[config.mk]
export PLATFORM = sky130hd
export DESIGN_NAME = bank_array_timing
export DESIGN_NICKNAME = d
export VERILOG_FILES = /design/src/rtl/bank_array_timing_pkg.sv /design/src/rtl/bank_array_timing_bank_fsm.sv /design/src/rtl/bank_array_timing.sv
export SDC_FILE = /design/constraint.sdc
export NUM_CORES = 2
export LEC_CHECK = 0
export ABC_AREA = 1
export CORE_MARGIN = 1.5
export CORE_UTILIZATION = 50
export DETAILED_ROUTE_END_ITERATION = 10
export PLACE_DENSITY_LB_ADDON = 0.25
export RECOVER_POWER = 100
export SLEW_MARGIN = 0
export SYNTH_ARGS = -nofsm -noshare
export SYNTH_HDL_FRONTEND = slang
export SYNTH_SLANG_ARGS = --single-unit
[constraint.sdc]
create_clock -name clk -period 3.6 [get_ports clk]
set_clock_uncertainty 0.05 [all_clocks]
set_input_delay 0.72 -clock clk [delete_from_list [all_inputs] [get_ports clk]]
set_output_delay 0.72 -clock clk [all_outputs]
set_load 0.005 [all_outputs]
[src/rtl/bank_array_timing_pkg.sv]
// bank_array_timing_pkg: command codes, bank states and counter sizing helper
package bank_array_timing_pkg;
  localparam logic [2:0] CMD_NOP = 3'd0;
  localparam logic [2:0] CMD_ACT = 3'd1;
  localparam logic [2:0] CMD_RD  = 3'd2;
  localparam logic [2:0] CMD_WR  = 3'd3;
  localparam logic [2:0] CMD_PR  = 3'd4;
  localparam logic [2:0] CMD_PRA = 3'd5;
  localparam logic [2:0] CMD_REF = 3'd6;
  localparam logic [2:0] CMD_RWA = 3'd7;
  typedef enum logic [2:0] {
    ST_IDLE,
    ST_ACTIVATING,
    ST_ACTIVE,
    ST_PRECHARGING,
    ST_REFRESHING
  } bank_state_e;
  function automatic int max3(input int a, input int b, input int c);
    return a > b ? (a > c ? a : c) : (b > c ? b : c);
  endfunction
endpackage

[src/rtl/bank_array_timing_bank_fsm.sv]
// bank_array_timing_bank_fsm: one bank's state, timing counter and open row; eff_state is the state a command sees this cycle
module bank_array_timing_bank_fsm
  import bank_array_timing_pkg::*;
#(
  parameter int TRCD = 3,
  parameter int TRP  = 3,
  parameter int TRFC = 8,
  parameter int CW   = 4,
  parameter int RW   = 4
) (
  input  logic          clk,
  input  logic          rst,
  input  logic          halt,
  input  logic          act,
  input  logic          pre,
  input  logic          refresh,
  input  logic [RW-1:0] row,
  output bank_state_e   eff_state,
  output logic          busy,
  output logic [RW-1:0] open_row
);
  bank_state_e state_q, state_d;
  logic [CW-1:0] cnt_q, cnt_d;
  logic [RW-1:0] row_q, row_d;
  logic done;
  always_comb begin
    done = cnt_q == '0;
    eff_state = !done ? state_q :
                state_q == ST_ACTIVATING ? ST_ACTIVE :
                state_q inside {ST_PRECHARGING, ST_REFRESHING} ? ST_IDLE : state_q;
    state_d = halt ? state_q : act ? ST_ACTIVATING : pre ? ST_PRECHARGING : refresh ? ST_REFRESHING : eff_state;
    cnt_d = halt ? cnt_q : act ? CW'(TRCD - 1) : pre ? CW'(TRP - 1) : refresh ? CW'(TRFC - 1) :
            done ? cnt_q : cnt_q - CW'(1);
    row_d = !halt && act ? row : row_q;
  end
  always_ff @(posedge clk or posedge rst)
    if (rst) begin
      state_q <= ST_IDLE;
      cnt_q <= '0;
      row_q <= '0;
    end else begin
      state_q <= state_d;
      cnt_q <= cnt_d;
      row_q <= row_d;
    end
  assign busy = state_q != ST_IDLE;
  assign open_row = row_q;
endmodule

[src/rtl/bank_array_timing.sv]
// bank_array_timing: multi-bank DRAM emulation core (cmd/bank/row/column/wdata in, rd_valid/rd_data/cmd_err/bank_busy out); cmd=7 is RDA/WRA only when BANKTIMING_AUTOPRE_EN is defined
module bank_array_timing
  import bank_array_timing_pkg::*;
#(
  parameter int WIDTH = 8,
  parameter int BANKS = 4,
  parameter int ROWS  = 16,
  parameter int COLS  = 8,
  parameter int TRCD  = 3,
  parameter int TRP   = 3,
  parameter int TCL   = 2,
  parameter int TRFC  = 8,
  localparam int BW  = BANKS > 1 ? $clog2(BANKS) : 1,
  localparam int RW  = ROWS > 1 ? $clog2(ROWS) : 1,
  localparam int CLW = COLS > 1 ? $clog2(COLS) : 1
) (
  input  logic             clk,
  input  logic             rst,
  input  logic             halt,
  input  logic             cmd_valid,
  input  logic [2:0]       cmd,
  input  logic             cmd_wr,
  input  logic [BW-1:0]    bank,
  input  logic [RW-1:0]    row,
  input  logic [CLW-1:0]   column,
  input  logic [WIDTH-1:0] wdata,
  output logic             rd_valid,
  output logic [WIDTH-1:0] rd_data,
  output logic             cmd_err,
  output logic [BANKS-1:0] bank_busy
);
  localparam int CW = $clog2(max3(TRCD, TRP, TRFC) + 1);
  localparam int AW = BW + RW + CLW;
`ifdef BANKTIMING_AUTOPRE_EN
  localparam bit AUTOPRE = 1'b1;
`else
  localparam bit AUTOPRE = 1'b0;
`endif
  bank_state_e eff [BANKS];
  logic [RW-1:0] open_row [BANKS];
  logic [BANKS-1:0] idle, active, timed, sel, act_s, pre_s, ref_s;
  logic ok, acc, is_rd, is_wr;
  logic [AW-1:0] addr;
  logic [WIDTH-1:0] mem [2**AW];
  logic [TCL-1:0] pv_q, pv_d;
  logic [WIDTH-1:0] pd_q [TCL];
  logic [WIDTH-1:0] pd_d [TCL];
  logic rd_valid_q, rd_valid_d, cmd_err_q, cmd_err_d;
  logic [WIDTH-1:0] rd_data_q, rd_data_d;
  for (genvar i = 0; i < BANKS; i++) begin : g_bank
    bank_array_timing_bank_fsm #(
      .TRCD(TRCD), .TRP(TRP), .TRFC(TRFC), .CW(CW), .RW(RW)
    ) u_fsm (
      .clk(clk),
      .rst(rst),
      .halt(halt),
      .act(act_s[i]),
      .pre(pre_s[i]),
      .refresh(ref_s[i]),
      .row(row),
      .eff_state(eff[i]),
      .busy(bank_busy[i]),
      .open_row(open_row[i])
    );
    assign idle[i] = eff[i] == ST_IDLE;
    assign active[i] = eff[i] == ST_ACTIVE;
    assign timed[i] = eff[i] inside {ST_ACTIVATING, ST_REFRESHING};
  end
  assign addr = {bank, open_row[bank], column};
  always_comb begin
    ok = cmd == CMD_NOP ? 1'b1 :
         cmd == CMD_ACT ? idle[bank] :
         cmd inside {CMD_RD, CMD_WR} ? active[bank] :
         cmd == CMD_PR ? active[bank] || idle[bank] :
         cmd == CMD_PRA ? !(|timed) :
         cmd == CMD_REF ? &idle :
         AUTOPRE && active[bank];
    acc = cmd_valid && !halt && ok;
    is_rd = acc && (cmd == CMD_RD || (cmd == CMD_RWA && !cmd_wr));
    is_wr = acc && (cmd == CMD_WR || (cmd == CMD_RWA && cmd_wr));
    sel = BANKS'(1) << bank;
    act_s = acc && cmd == CMD_ACT ? sel : '0;
    pre_s = !acc ? '0 : cmd == CMD_PRA ? active : cmd inside {CMD_PR, CMD_RWA} ? sel & active : '0;
    ref_s = {BANKS{acc && cmd == CMD_REF}};
    cmd_err_d = halt ? cmd_err_q : cmd_valid && !ok;
    pv_d = pv_q;
    pd_d = pd_q;
    if (!halt) begin
      pv_d[0] = is_rd;
      pd_d[0] = mem[addr];
      for (int i = 1; i < TCL; i++) begin
        pv_d[i] = pv_q[i-1];
        pd_d[i] = pd_q[i-1];
      end
    end
    rd_valid_d = halt ? rd_valid_q : pv_q[TCL-1];
    rd_data_d = halt ? rd_data_q : pv_q[TCL-1] ? pd_q[TCL-1] : '0;
  end
  always_ff @(posedge clk or posedge rst)
    if (rst) begin
      pv_q <= '0;
      pd_q <= '{default: '0};
      rd_valid_q <= 1'b0;
      rd_data_q <= '0;
      cmd_err_q <= 1'b0;
    end else begin
      pv_q <= pv_d;
      pd_q <= pd_d;
      rd_valid_q <= rd_valid_d;
      rd_data_q <= rd_data_d;
      cmd_err_q <= cmd_err_d;
    end
  always_ff @(posedge clk)
    if (is_wr) mem[addr] <= wdata;
  assign rd_valid = rd_valid_q;
  assign rd_data = rd_data_q;
  assign cmd_err = cmd_err_q;
endmodule

==> impl_metrics.tcl <==
set metrics [dict create \
    rows 207 \
    critPathLaunch "wdata[7]" \
    syn_area_mm2 0.160 \
    wl_per_cell_um 27.9 \
    busiest_layer "met2" \
    cp.arrival_ps 4290 \
    grt_max_degree 147 \
    reg2reg_setup_slack_ps 0 \
    crit_buf_inv 2 \
    ant_nets 0 \
    status "finished, violations left" \
    p_total_mw 105 \
    yosysSeqAreaShare 0.781 \
    cts_tree "built" \
    synthToLayoutAreaGrowth_pct 19.0 \
    drt_pass1_iterations 6 \
    synth-edff-count 4096 \
    cts_buffers 409 \
    syn-num-nets 11500 \
    met1_usage 0.403 \
    use_met2 0.457 \
    n_fill_cell 23700 \
    initial_core_util 0.502 \
    synth.distinct_cells 43 \
    final_common_cell "edfxtp_1" \
    clock.fmax_mhz 271 \
    layout_common_cells "4096 x edfxtp_1, 3157 x nand2_1, 1201 x a22oi_1" \
    fin_area_mm2 0.190 \
    cp-endpoint "mem[340][7]" \
    root_buffer "clkbuf_16" \
    hpwl_mm 314 \
    cp-start-kind "input pin" \
    wirelength_mm 479 \
    drive_above_1_share 0.180 \
    violations "capacitance limit, slew limit, setup timing" \
    leakagePower_nw 65.1 \
    use_met3 0.0594 \
    slew_violations 1468 \
    synth-seq-cells 4168 \
    nets 12700 \
    whs_ps 345 \
    htreeDepth 5 \
    path_clk_slew_ps 60 \
    crit_chain "clkbuf_1 > buf_6" \
    crit_cells 2 \
    period_minus_slack_ps 3690 \
    track_usage 0.291 \
    cpMaxStageDelayCell "clkbuf_1" \
    period_share 1.02 \
    ff2ff_path_depth 17 \
    insertion_delay_ps 970 \
    finalWeightedCongestion 0.941 \
    antenna_found_initial 18 \
    via_per_inst 6.06 \
    drt-initial-drc-count 14300 \
    dpl-instance-area_mm2 0.176 \
    cts.sinks 4168 \
    vias 104000 \
    overflow 0 \
    max_stage_delay_ps 2660 \
    die-area_mm2 0.323 \
    grt_pass1_wl_mm 690 \
    grt_pass1_vias 101000 \
    worstReg2RegEnd "pd_q[11]" \
    crit_fanout 78 \
    crit_path_end_kind "register" \
    cts.path.max_buffers 4 \
    ys.flop_type "edfxtp_1" \
    drc 0 \
    dieHeight_um 568 \
    irDropWorstVdd_mv 0.467 \
    ios 39 \
    syn_inst 11500 \
    cap_violations 22 \
    worst_slack_ps -89.2 \
    final_util 0.598 \
    die_width_um 568 \
    crit_type "in2reg" \
    timing.rr.start "g_bank[1].u_fsm.open_row[0]" \
    finalSetupViolCount 141 \
    slew_headroom -1.59 \
    avgSynthCellArea_um2 13.9 \
    required_ps 4200 \
    portBuffers 38 \
    rsz0062_at_grt "true" \
    ys_async_sr_fraction 0.0173 \
    power_density_mw_per_mm2 554 \
    fp.coreArea_mm2 0.318 \
    yosysWarnings 0 \
    worstMarginPinSlew_ps 3890 \
    cpLargestDelayFamily "buffers and inverters" \
    hp-class "in2reg" \
    hold_viol_final 0 \
    tns_ps -5960 \
]
metrics by stage:
step | setup slack, ps | cells
floorplan | 388 | 11500
global placement | -1180 | 16400
detailed placement | -1080 | 16400
CTS | -21.2 | 17200
global route | -137 | 17200
finish | -89.2 | 17200
kinds of logic (layout without fill, tap and decap cells):
family                   count (synthesis)  count (layout)  synth area share
adder cells (fa/ha/maj)                  8               8          0.000627
XOR/XNOR                                 9               9          0.000493
AO/OA/AOI/OAI                         1611            1611            0.0702
AND/OR/NAND/NOR                       4882            4882             0.126
flip-flops                            4168            4168             0.781
other                                    0               3                 0
buffers and inverters                  815            2330            0.0216
what timing repair did:
action,in CTS,in global routing
resized for setup,54,358
gates cloned,0,4
hold buffers,1,0
endpoints found under the hold margin,1,0
setup buffers,1,11
pin swaps,3,16
setup endpoints to repair,470,3523
power by group:
group	switching [mW]	total (mW)	internal (mW)
Clock	18.4	42.8	24.4
Sequential	0.238	53.8	53.5
Combinational	6.14	8.90	2.75
Total	24.8	105	80.7
cells in the mapped netlist (4+ instances only):
cell type / n / area share
clkinv_1: 7 / 0.00016
a21oi_1: 226 / 0.0071
o31ai_1: 6 / 0.00028
inv_1: 101 / 0.0024
nand2_2: 7 / 0.00027
xnor2_1: 7 / 0.00038
o21ai_0: 86 / 0.0027
buf_4: 7 / 0.00033
o22ai_1: 5 / 0.00020
nand3_1: 704 / 0.022
nor2_2: 4 / 0.00016
nor2_1: 655 / 0.015
nand4_1: 292 / 0.011
nor3_1: 19 / 0.00060
inv_2: 28 / 0.00066
dfrtp_1: 72 / 0.011
nand3b_1: 5 / 0.00023
a31oi_1: 61 / 0.0024
clkbuf_1: 283 / 0.0066
edfxtp_1: 4096 / 0.77
buf_1: 99 / 0.0023
nor2_4: 7 / 0.00049
o21ai_1: 9 / 0.00028
nand2_1: 3178 / 0.075
a221oi_1: 4 / 0.00022
buf_2: 290 / 0.0091
a22oi_1: 1201 / 0.056
ha_1: 8 / 0.00063
metal layers:
metal  share of wire  routed length [µm]
met3            0.11               54000
met5         0.00013                  61
met1            0.38              182000
met2            0.47              223000
met4           0.042               20000
registers in the layout, summed over array words and instances (netlist names):
signal                 cells
rd_data                    8
g_bank.u_fsm.cnt_q        16
pv_q                       2
rd_valid                   1
cmd_err                    1
mem                     4096
g_bank.u_fsm.open_row     16
g_bank.u_fsm.state_q      12
pd_q                      16
how the worst min path moves through the flow:
stage / cells after the start / start / endpoint
floorplan: 2 / pd_q[8] / pd_q[0]
global placement: 2 / rd_data[0] / rd_data[0]
detailed placement: 2 / rd_data[0] / rd_data[0]
CTS: 1 / wdata[4] / mem[244][4]
global route: 3 / cmd_valid / cmd_err
finish: 3 / cmd_valid / cmd_err
final cells by class:
type,count,area [µm²],area share
clock inverters,266,2680,0.0141
well taps,4180,5230,0.0275
clock buffers,487,10700,0.0561
multi-input cells,6510,32700,0.172
repair buffers,1441,13600,0.0714
flip-flops and latches,4168,125000,0.656
inverters,136,547,0.00288
diodes,3,7.51,0.0000395
worst reg2reg max path, delay by kind of cell, from the launching register on:
kind | cells | cell delay [ps]
AO/OA/AOI/OAI | 2 | 430
buffers and inverters | 5 | 770
flip-flops | 1 | 370
AND/OR/NAND/NOR | 10 | 1860
(Power assumes the default switching activity.)
